[src/rtl/lfsr_ctrl_pkg.sv]
// Shared types and widths for the LED LFSR sequencer.
package lfsr_ctrl_pkg;

    localparam int unsigned CNT_W  = 16;
    localparam int unsigned LFSR_W = 8;

    typedef enum logic [1:0] {
        PAUSE = 2'd0,
        RUN   = 2'd1,
        LOAD  = 2'd2
    } state_e;

endpackage

[src/rtl/btn_debounce.sv]
// Raw active-low button -> 2-FF sync -> stability debounce -> one-cycle press pulse.
module btn_debounce #(
    parameter int unsigned DEB_W = 16
) (
    input  logic clk,
    input  logic rst_n,
    input  logic i_btn_n,
    output logic o_press
);

    localparam logic [DEB_W-1:0] CNT_MAX = '1;

    logic [1:0]       r_sync;
    logic             r_level;
    logic [DEB_W-1:0] r_cnt;
    logic             r_press;

    // Level only follows the synced input after it has disagreed for 2^DEB_W cycles
    always_ff @(posedge clk or negedge rst_n) begin
        if (!rst_n) begin
            r_sync  <= 2'b11;
            r_level <= 1'b1;
            r_cnt   <= '0;
            r_press <= 1'b0;
        end else begin
            r_sync  <= {r_sync[0], i_btn_n};
            r_press <= 1'b0;
            if (r_sync[1] == r_level) begin
                r_cnt <= '0;
            end else if (r_cnt == CNT_MAX) begin
                r_level <= r_sync[1];
                r_cnt   <= '0;
                r_press <= r_level;
            end else begin
                r_cnt <= r_cnt + DEB_W'(1);
            end
        end
    end

    assign o_press = r_press;

endmodule

[src/rtl/lfsr_seq_ctrl.sv]
// Button-driven run/step/reseed sequencer for the 8-bit LFSR, with step and period counters.
module lfsr_seq_ctrl
    import lfsr_ctrl_pkg::*;
#(
    parameter int unsigned        TICK_DIV = 23,
    parameter int unsigned        DEB_W    = 16,
    parameter logic [LFSR_W-1:0]  SEED     = 8'h01
) (
    input  logic              clk,
    input  logic              rst_n,
    input  logic              btn_run_n,
    input  logic              btn_step_n,
    input  logic              btn_clr_n,
    input  logic [LFSR_W-1:0] lfsr_state,
    output logic              lfsr_step,
    output logic              lfsr_load,
    output logic [LFSR_W-1:0] lfsr_seed,
    output logic              running,
    output logic [CNT_W-1:0]  step_cnt,
    output logic [CNT_W-1:0]  period_len,
    output logic              period_done
);

    logic                w_run_press;
    logic                w_step_press;
    logic                w_clr_press;
    state_e              r_state;
    state_e              w_next;
    logic [TICK_DIV-1:0] r_presc;
    logic                w_tick;
    logic                w_step;
    logic                w_load;
    logic                w_detect;
    logic                r_step_d;
    logic [CNT_W-1:0]    r_step_cnt;
    logic [CNT_W-1:0]    r_period_len;

    btn_debounce #(.DEB_W(DEB_W)) u_deb_run (
        .clk(clk), .rst_n(rst_n), .i_btn_n(btn_run_n), .o_press(w_run_press)
    );
    btn_debounce #(.DEB_W(DEB_W)) u_deb_step (
        .clk(clk), .rst_n(rst_n), .i_btn_n(btn_step_n), .o_press(w_step_press)
    );
    btn_debounce #(.DEB_W(DEB_W)) u_deb_clr (
        .clk(clk), .rst_n(rst_n), .i_btn_n(btn_clr_n), .o_press(w_clr_press)
    );

    always_ff @(posedge clk or negedge rst_n) begin
        if (!rst_n) begin
            r_state <= PAUSE;
        end else begin
            r_state <= w_next;
        end
    end

    // Priority on coincident events: clr, then run, then step/tick
    always_comb begin
        w_next = r_state;
        w_step = 1'b0;
        w_load = 1'b0;
        case (r_state)
            PAUSE: begin
                if (w_clr_press)       w_next = LOAD;
                else if (w_run_press)  w_next = RUN;
                else if (w_step_press) w_step = 1'b1;
            end
            RUN: begin
                if (w_clr_press)      w_next = LOAD;
                else if (w_run_press) w_next = PAUSE;
                else if (w_tick)      w_step = 1'b1;
            end
            LOAD: begin
                w_load = 1'b1;
                w_next = PAUSE;
            end
            default: w_next = PAUSE;
        endcase
    end

    // Held at zero outside RUN so every entry to RUN restarts the full interval
    always_ff @(posedge clk or negedge rst_n) begin
        if (!rst_n) begin
            r_presc <= '0;
        end else if (r_state == RUN) begin
            r_presc <= r_presc + TICK_DIV'(1);
        end else begin
            r_presc <= '0;
        end
    end

    assign w_tick   = (r_state == RUN) && (&r_presc);
    assign w_detect = r_step_d && (lfsr_state == SEED) && (r_state != LOAD);

    always_ff @(posedge clk or negedge rst_n) begin
        if (!rst_n) begin
            r_step_d     <= 1'b0;
            r_step_cnt   <= '0;
            r_period_len <= '0;
        end else begin
            r_step_d <= w_step;
            if (w_load) begin
                r_step_cnt <= '0;
            end else if (w_detect) begin
                r_period_len <= r_step_cnt;
                r_step_cnt   <= w_step ? CNT_W'(1) : CNT_W'(0);
            end else if (w_step) begin
                r_step_cnt <= r_step_cnt + CNT_W'(1);
            end
        end
    end

    assign lfsr_step   = w_step;
    assign lfsr_load   = w_load;
    assign lfsr_seed   = SEED;
    assign running     = (r_state == RUN);
    assign step_cnt    = r_step_cnt;
    assign period_len  = r_period_len;
    assign period_done = w_detect;

endmodule

[config.mk]
export PLATFORM = sky130hd
export DESIGN_NAME = lfsr_seq_ctrl
export DESIGN_NICKNAME = d
export VERILOG_FILES = /design/src/rtl/lfsr_ctrl_pkg.sv /design/src/rtl/btn_debounce.sv /design/src/rtl/lfsr_seq_ctrl.sv
export SDC_FILE = /design/constraint.sdc
export NUM_CORES = 1
export LEC_CHECK = 0
export ABC_AREA = 1
export ABC_CLOCK_PERIOD_IN_PS = 4900
export BUFFER_PORTS_ARGS = -buffer_cell sky130_fd_sc_hd__buf_2
export CAP_MARGIN = 20
export CORE_UTILIZATION = 45
export CTS_CLUSTER_DIAMETER = 60
export CTS_CLUSTER_SIZE = 30
export DETAILED_ROUTE_END_ITERATION = 8
export PLACE_DENSITY = 0.63
export SLEW_MARGIN = 30
export SYNTH_ARGS = -nofsm -noshare
export SYNTH_HDL_FRONTEND = slang
export SYNTH_SLANG_ARGS = --single-unit
[constraint.sdc]
create_clock -name clk -period 4.9 [get_ports clk]
set_input_delay 0.98 -clock clk [delete_from_list [all_inputs] [get_ports clk]]
set_output_delay 0.98 -clock clk [all_outputs]
set_load 0.005 [all_outputs]
==> metrics.md <==
| Metric | Value |
|---|---|
| Status | complete, no violations |
| Final Max Slew Viols | 0 |
| Critical path arrival | 2.10 ns |
| Core Util, Final | 0.5391 |
| Remaining antenna violation count | 0 |
| Worst hold path class | flop to flop |
| Worst endpoint required time | 3.92 ns |
| Post-CTS sizing | 0 |
| Max Cap Viol | 0 |
| Synth top area share | 0.4458 |
| Max H-tree Level | 4 |
| # rows | 42 |
| Ys Warns | 0 |
| # hold bufs at CTS | 0 |
| Root Buffer | clkbuf_16 |
| Worst skew pair latency | 0.42 ns |
| Mapped Cells | 783 |
| Slew HR | 0.4685 |
| Final WL | 12750 µm |
| Total negative setup slack | 0 ns |
| Post-synth top flop | dfrtp_1 |
| Sequential area share after synthesis | 0.4845 |
| Die X | 118.6 µm |
| Avg Inst Size Synth | 7.814 µm² |
| Pleak | 3.435 nW |
| All-layer global routing usage | 0.1956 |
| Via density | 4.927 |
| Clk slew on worst S/H paths | 0.06 ns |
| CTS tree | yes |
| Setup bufs post-CTS | 0 |
| Initial antenna violation count | 0 |
| Ports | 57 |
| Pre-CTS setup slack | 1.906 ns |
| DR DRC count | 0 |
| RSZ-0062 raised after global routing | no |
| Worst-case clock buffer depth | 2 |
| Final Setup Violations | 0 |
| Hold Fails Final Rpt | 0 |
| F_max | 324.3 MHz |
| Post-Place Cells | 997 |
| Yosys cell types | 37 |
| Share of cells above drive strength 1 | 0.1407 |
| Crit path launch type | flop |
| Async SR Flop Fraction | 1.000 |
| Final Instance Area | 0.007139 mm² |
| Setup CP Type | flop to output port |
| Clock tree sinks | 118 |
| Crit Path Max Fanout | 13 |
| Die Ht | 118.6 µm |
| Port Buffers | 48 |
| Pin count of the biggest net entering global routing | 62 |
| Fin Hold WS | 0.3544 ns |
| Core area | 0.01324 mm² |
| Period utilization | 0.6294 |
| Area post-placement | 0.006511 mm² |
| Worst setup EP type | output port |
| Final worst slack | 1.816 ns |
| Initial Utilization | 0.4620 |
| Gr ovfl total | 0 |
| PD cells | 329.2 mW/mm² |
| First-pass GRT wire length | 22140 µm |
| Placed wire-length estimate | 8948 µm |
| GPL Wtd Cong | 0.8690 |
| DR WL/cell | 12.39 µm |
| Number of flops mapped to enable cells by yosys | 0 |
| Actual slew at the worst max-slew pin | 0.7972 ns |
| Diodes inserted | 0 |
| Number of global-route vias before repair | 4939 |
| Final nets | 858 |
| Area Growth Syn to Fin | 16.69% |
| Fin cells | 1029 |
| DR vias | 5070 |
| CTS Buf Count | 17 |
| DRT iter0 DRCs | 311 |
| Top post-synthesis cells by area | dfrtp_1, nand2_1, nor2_1 |
| Min Tclk post-route | 3.084 ns |
| Layout Skew | 0.006687 ns |
| Die area | 0.01407 mm² |
| Area leader, netlist | dfrtp_1 |
| 1st-pass router iterations | 5 |
| Seq cells post-synth | 118 |
| Total power | 2.351 mW |
| Max VDD drop | 0.1940 mV |
| Mapped Area | 0.006118 mm² |
## area by class of cell
class                           count  area (µm²)
Fill cell                        1250        6103
Sequential cell                   118        2964
Multi-Input combinational cell    564        2726
Clock buffer                       17       425.4
Inverter                           90       337.8
Timing Repair Buffer               49       262.8
Tap cell                          176       220.2
Clock inverter                     15       202.7
## cells by family after synthesis
group           after synthesis  share of synthesized area
fa+ha+maj                     5                    0.01022
simple gates                462                     0.3317
xor+xnor                     32                    0.04581
flops                       118                     0.4845
other cells                   2                   0.001227
compound gates               57                    0.05297
buf+inv                     107                    0.07362
## report_power, final
part	internal [mW]	switching, mW
logic	0.0134	0.0361
registers	0.986	0.00599
clock network	0.851	0.458
total	1.85	0.500
## critical path, stage by stage, from the launching register on
cell      delay [ns]
dfrtp_1         0.42
nor3_1          0.26
nand3b_1        0.47
nand2_4         0.37
buf_2           0.16
## flip-flops by register name (all words and copies together), names as in the netlist
| name | cells |
|---|---|
| u_deb_run.r_cnt | 16 |
| r_step_d | 1 |
| u_deb_step.r_sync | 2 |
| u_deb_step.r_cnt | 16 |
| u_deb_run.r_sync | 2 |
| r_state | 2 |
| u_deb_step.o_press | 1 |
| u_deb_run.o_press | 1 |
| u_deb_clr.r_sync | 2 |
| u_deb_clr.o_press | 1 |
| r_presc | 23 |
| u_deb_step.r_level | 1 |
| u_deb_clr.r_cnt | 16 |
| u_deb_clr.r_level | 1 |
| u_deb_run.r_level | 1 |
| period_len | 16 |
| step_cnt | 16 |
## layer usage
layer / part of all wire / global-route usage / up-vias
met2: 0.47 / 0.3129 / 124
li1: - / - / 2582
met3: 0.041 / 0.04151 / 17
met5: 0 / 0 / -
met1: 0.47 / 0.2530 / 2347
met4: 0.019 / 0.09177 / 0
## layout by cell type (no fill, tap or decap), types with 5 or more instances in the layout
cell type | synthesis | layout
nand3_1 | 56 | 56
ha_1 | 5 | 5
nand4_1 | 24 | 24
conb_1 | 2 | 8
a21oi_1 | 14 | 14
nor2_2 | 8 | 8
nor3_1 | 18 | 18
nand2_1 | 188 | 188
dfstp_2 | 9 | 9
buf_2 | 3 | 47
clkinvlp_4 | 0 | 5
dfrtp_1 | 109 | 109
nor2_1 | 143 | 143
clkbuf_16 | 0 | 17
o21ai_0 | 32 | 32
inv_1 | 85 | 85
xor2_1 | 23 | 23
nand2_2 | 6 | 6
xnor2_1 | 9 | 9
## final timing paths
kind | startpoint | depth (start not counted) | end | slack (ns)
max in group asynchronous | rst_n | 2 | u_deb_clr.r_sync[0] | 3.44
hold reg to reg | u_deb_clr.r_sync[0] | 0 | u_deb_clr.r_sync[1] | 0.35
setup / recovery | r_state[1] | 4 | lfsr_step | 1.82
setup reg to reg | r_state[1] | 6 | step_cnt[6] | 3.04
min in group asynchronous | rst_n | 1 | period_len[10] | 0.63
hold / removal | u_deb_clr.r_sync[0] | 0 | u_deb_clr.r_sync[1] | 0.35
## Yosys cell counts, types with 6 or more instances
master	number
dfrtp_1	109
inv_1	85
nor3_1	18
xor2_1	23
nor2_1	143
xnor2_1	9
nor2_2	8
nand2_2	6
a21oi_1	14
nand3_1	56
nand4_1	24
dfstp_2	9
o21ai_0	32
nand2_1	188
buf_4	9
Note: power is estimated with default switching activity, not from simulation.
